==> config.mk <==
export PLATFORM = sky130hd
export DESIGN_NAME = pit_scheduler
export DESIGN_NICKNAME = d
export VERILOG_FILES = /design/src/rtl/pit_scheduler.sv
export SDC_FILE = /design/constraint.sdc
export NUM_CORES = 1
export LEC_CHECK = 0
export CAP_MARGIN = 20
export CORE_MARGIN = 2
export CORE_UTILIZATION = 48
export DETAILED_ROUTE_END_ITERATION = 10
export GPL_ROUTABILITY_DRIVEN = 0
export PLACE_DENSITY_LB_ADDON = 0.08
export REMOVE_ABC_BUFFERS = 1
export SYNTH_ARGS = -nofsm -noshare
export SYNTH_HDL_FRONTEND = slang
export SYNTH_SLANG_ARGS = --single-unit
==> constraint.sdc <==
create_clock -name clk -period 4.4 [get_ports clk]
set_clock_uncertainty 0.15 [all_clocks]
set_input_delay 0.44 -clock clk [delete_from_list [all_inputs] [get_ports clk]]
set_output_delay 0.44 -clock clk [all_outputs]
set_load 0.01 [all_outputs]
==> src/rtl/pit_scheduler.sv <==
// Round-robin owner arbitration for one shared interval timer among four requesters,
// with a per-transaction watchdog so a timer that never fires cannot hang the bus.
`timescale 1ns/1ps
module pit_scheduler #(
    parameter int TIMEOUT = 1024
) (
    input  logic        clk,
    input  logic        rst_n,
    input  logic [3:0]  req,
    input  logic [63:0] req_count,
    output logic [3:0]  grant,
    output logic [3:0]  done,
    output logic        err,
    output logic        busy,
    output logic        pit_write_enable,
    output logic [7:0]  pit_counter_high,
    output logic [7:0]  pit_counter_low,
    output logic        pit_repeating,
    output logic        pit_divider_on,
    input  logic        pit_counter_set,
    input  logic        pit_interrupting
);
    localparam int WDW = $clog2(TIMEOUT + 1);
    localparam logic [WDW-1:0] WD_LAST = WDW'(TIMEOUT - 1);

    typedef enum logic [2:0] {IDLE, PROGRAM, WAIT_SET, RUN, DONE} state_t;

    state_t         state;
    state_t         state_next;
    logic [1:0]     idx;
    logic [1:0]     last_idx;
    logic [1:0]     sel_idx;
    logic           sel_found;
    logic [15:0]    count;
    logic [15:0]    sel_count;
    logic [WDW-1:0] wdog;
    logic           err_q;
    logic           err_next;
    logic           load;
    logic           wd_expired;

    // Search starts one past the previous owner so every requester gets a turn.
    always_comb begin
        sel_idx   = 2'd0;
        sel_found = 1'b0;
        for (int k = 1; k <= 4; k++) begin
            if (!sel_found && req[last_idx + 2'(k)]) begin
                sel_idx   = last_idx + 2'(k);
                sel_found = 1'b1;
            end
        end
    end

    assign sel_count  = req_count[{sel_idx, 4'b0000} +: 16];
    assign wd_expired = (wdog == WD_LAST);

    always_comb begin
        state_next = state;
        load       = 1'b0;
        err_next   = 1'b0;
        case (state)
            IDLE: begin
                if (sel_found) begin
                    load       = 1'b1;
                    state_next = (sel_count != 16'd0) ? PROGRAM : DONE;
                end
            end
            PROGRAM: state_next = WAIT_SET;
            WAIT_SET: begin
                if (wd_expired) begin
                    state_next = DONE;
                    err_next   = 1'b1;
                end else if (pit_counter_set) begin
                    state_next = RUN;
                end
            end
            // A real interrupt on the expiry cycle still counts as success.
            RUN: begin
                if (pit_interrupting) begin
                    state_next = DONE;
                end else if (wd_expired) begin
                    state_next = DONE;
                    err_next   = 1'b1;
                end
            end
            DONE:    state_next = IDLE;
            default: state_next = IDLE;
        endcase
    end

    always_ff @(posedge clk or negedge rst_n) begin
        if (!rst_n) begin
            state <= IDLE;
        end else begin
            state <= state_next;
        end
    end

    // last_idx resets to 3 so that requester 0 is the first one searched.
    always_ff @(posedge clk or negedge rst_n) begin
        if (!rst_n) begin
            idx      <= 2'd0;
            last_idx <= 2'd3;
            count    <= 16'd0;
            wdog     <= '0;
            err_q    <= 1'b0;
        end else begin
            err_q <= err_next;
            if (load) begin
                idx   <= sel_idx;
                count <= sel_count;
            end
            if (state == DONE) begin
                last_idx <= idx;
            end
            if (state == WAIT_SET || state == RUN) begin
                wdog <= wdog + 1'b1;
            end else begin
                wdog <= '0;
            end
        end
    end

    always_comb begin
        grant = 4'b0000;
        done  = 4'b0000;
        if (state != IDLE) begin
            grant[idx] = 1'b1;
        end
        if (state == DONE) begin
            done[idx] = 1'b1;
        end
    end

    assign err              = (state == DONE) && err_q;
    assign busy             = (state != IDLE);
    assign pit_write_enable = (state == PROGRAM);
    assign pit_counter_high = count[15:8];
    assign pit_counter_low  = count[7:0];
    assign pit_repeating    = 1'b0;
    assign pit_divider_on   = 1'b0;
endmodule

==> reports/qor.txt, run 1 <==
Initial DRC count - 201
Cell Area, Synth - 0.00269 mm²
Global Route Usage Sum - 0.249
Crit end category - flip-flop
Synth unique cells - 44
N_diodes - 0
Post-synthesis sequential area ratio - 0.327
Pin count of the biggest net entering global routing - 49
Total Power - 2.05 mW
Count of input and output buffers - 98
Core ar. - 0.00547 mm²
Syn Inst Count - 314
TritonCTS clock tree - built
Max Fclk - 0.260 GHz
Worst slack, placed - 0.364 ns
I/O Pins - 101
DRC Markers - 0
Placed wire-length estimate - 5.55 mm
WP data required - 4.41 ns
Post-Layout Inst Area - 0.00379 mm²
Most used cell, CP - nor4_2
Post-CTS setup buffer count - 0
Drt wl/cell - 16.9 µm
Slowest CP cell - nor2_1
TNS Setup - 0 ns
Hold Buf Count CTS - 0
Delay-heaviest family, CP - simple AND/OR/NAND/NOR gates
DR vias - 2917
Final worst slack - 0.560 ns
Antenna violations before repair - 0
Critical path launch point type - input port
Critical path class - in -> reg
CTS resizes - 0
Root buf cell - clkbuf_8
Vias per cell - 6.29
Dpl cell area - 0.00365 mm²
CP Max Fanout - 48
Min Tclk post-route - 3.84 ns
Buffers & Inverters on Critical Path - 1
Number of global-route vias before repair - 2690
Num rows - 27
Die Area - 0.00621 mm²
Final Cycle Share - 0.873
Worst-Margin Slew - 1.11 ns
Peak VDD IR - 0.246 mV
HP Class - reg -> reg
Routed wire length - 7.84 mm
First-pass GRT wire length - 12.5 mm
Worst-Skew Late Latency - 0.29 ns
RSZ-0062 raised after global routing - no
Crit path DAT - 3.85 ns
Number of max-cap violations - 0
Die width - 78.8 µm
# fillers - 461
Layout Area Growth over Synthesis - 41.0%
CTS Buf Count - 5
Syn avg cell area - 8.56 µm²
DRT antenna net count - 0
Async S/R FF share, synth - 1.00
Most common cell after layout, fill and taps aside - clkdlybuf4s50_1
CP max stage delay - 0.88 ns
Final Util - 0.692
Synth Register Bits - 35
Leakage - 1.53 nW
DRT Pass-1 Iters - 4
# H-tree levels - 2
Ys flop type - dfrtp_1
Final net count - 464
Synth warnings - 0
GR Overflow Total - 0
Worst slew margin - 0.260
Worst-case clock buffer depth - 2
Sink Count - 35
Number of enable flip-flop cells after synthesis - 0
Most frequent cells in the layout - clkdlybuf4s50_1 (98), nor4_1 (39), dfrtp_1 (33)
Final Slew Violations - 0
Layout cells sized above 1 - 0.0944
# setup viols final - 0
Crit path cell chain - clkdlybuf4s50_1, nor2_1, nor2_4, o311a_1, nor4_2, nand4_1, nor4_2, o31ai_1
Hold Vio Cnt, Final - 0
Status - finished, final reports clean
Clock-pin slew on the worst setup and hold paths - 0.08 ns
Die height - 78.8 µm
PwrDens - 541 mW/mm²
Initial Utilization - 0.491
## state kept, by name (all words and copies together) (netlist names)
signal    cells
count        16
wdog         11
state         3
idx           2
last_idx      2
err_q         1
## cell families (layout without fill, tap and decap cells)
kind of cell / after synthesis / count (layout) / share of synthesized area
DFF: 35 / 35 / 0.327
other: 1 / 2 / 0.00140
xor gates and xnor gates: 8 / 8 / 0.0261
muxes: 2 / 2 / 0.00838
adders and majority gates: 1 / 1 / 0.00465
buffers and inverters: 43 / 120 / 0.0852
and+or+nand+nor: 127 / 127 / 0.270
AOI/OAI and AO/OA: 97 / 97 / 0.277
## synth_stat cells, types with 3 or more instances
master | number | area [µm²]
o311a_1 | 30 | 300
nand2_1 | 24 | 90.1
buf_4 | 3 | 22.5
nand2b_1 | 6 | 37.5
nor3_1 | 5 | 25.0
o2111ai_1 | 16 | 140
nand4_1 | 3 | 18.8
and3_1 | 6 | 37.5
nand3_1 | 6 | 30.0
clkbuf_1 | 22 | 82.6
nor2_1 | 20 | 75.1
buf_6 | 6 | 67.6
inv_1 | 3 | 11.3
xor2_1 | 5 | 43.8
a211oi_1 | 3 | 22.5
xnor2_1 | 3 | 26.3
nor4_1 | 39 | 244
dfrtp_1 | 33 | 826
a21oi_1 | 3 | 15.0
nor4_2 | 7 | 87.6
o21ai_0 | 32 | 160
buf_2 | 9 | 45.0
## path summary, 6_finish.rpt
check / cells after the start / slack (ns) / from / endpoint
min: 1 / 0.30 / wdog[10] / err_q
min in group asynchronous: 2 / 0.42 / rst_n / idx[0]
min reg2reg: 1 / 0.30 / wdog[10] / err_q
max: 8 / 0.56 / req[1] / state[0]
max reg2reg: 7 / 1.25 / last_idx[1] / state[0]
max in group asynchronous: 2 / 3.34 / rst_n / last_idx[0]
## final cells by class
cell class	count	area, µm²	share of cell area
well taps	72	90.1	0.0238
clock buffers	5	68.8	0.0182
inverters	3	11.3	0.00297
clock inverters	3	43.8	0.0116
repair buffers	109	1100	0.289
multi-input cells	237	1600	0.422
flip-flops and latches	35	878	0.232
## power breakdown
group | internal [mW] | switching [mW] | leakage (nW)
Sequential | 0.442 | 0.102 | 0.447
Clock | 0.169 | 0.124 | 0.0581
Combinational | 0.553 | 0.658 | 1.02
Total | 1.16 | 0.884 | 1.53
## layer usage
layer | GRT usage | up-vias | wire length [µm]
met3 | 0.0318 | 8 | 552
met2 | 0.422 | 130 | 3830
li1 | - | 1397 | -
met5 | 0 | - | 0
met4 | 0.0655 | 0 | 76
met1 | 0.338 | 1382 | 3380
## stage by stage
step,hold slack [ns],cells
after CTS,0.300,463
after detailed placement,0.289,455
final,0.300,464
after floorplan,-0.00559,275
after global routing,0.348,464
after global placement,0.288,455
Note: power is estimated with default switching activity, not from simulation.
==> run 2: changes to the inputs <==
--- a/config.mk
+++ b/config.mk
@@ -15,3 +15,4 @@
 export SYNTH_ARGS = -nofsm -noshare
 export SYNTH_HDL_FRONTEND = slang
 export SYNTH_SLANG_ARGS = --single-unit
+export TNS_END_PERCENT = 1
==> results of run 2 <==
Final layout, timing and power as in run 1 (identical DEF).
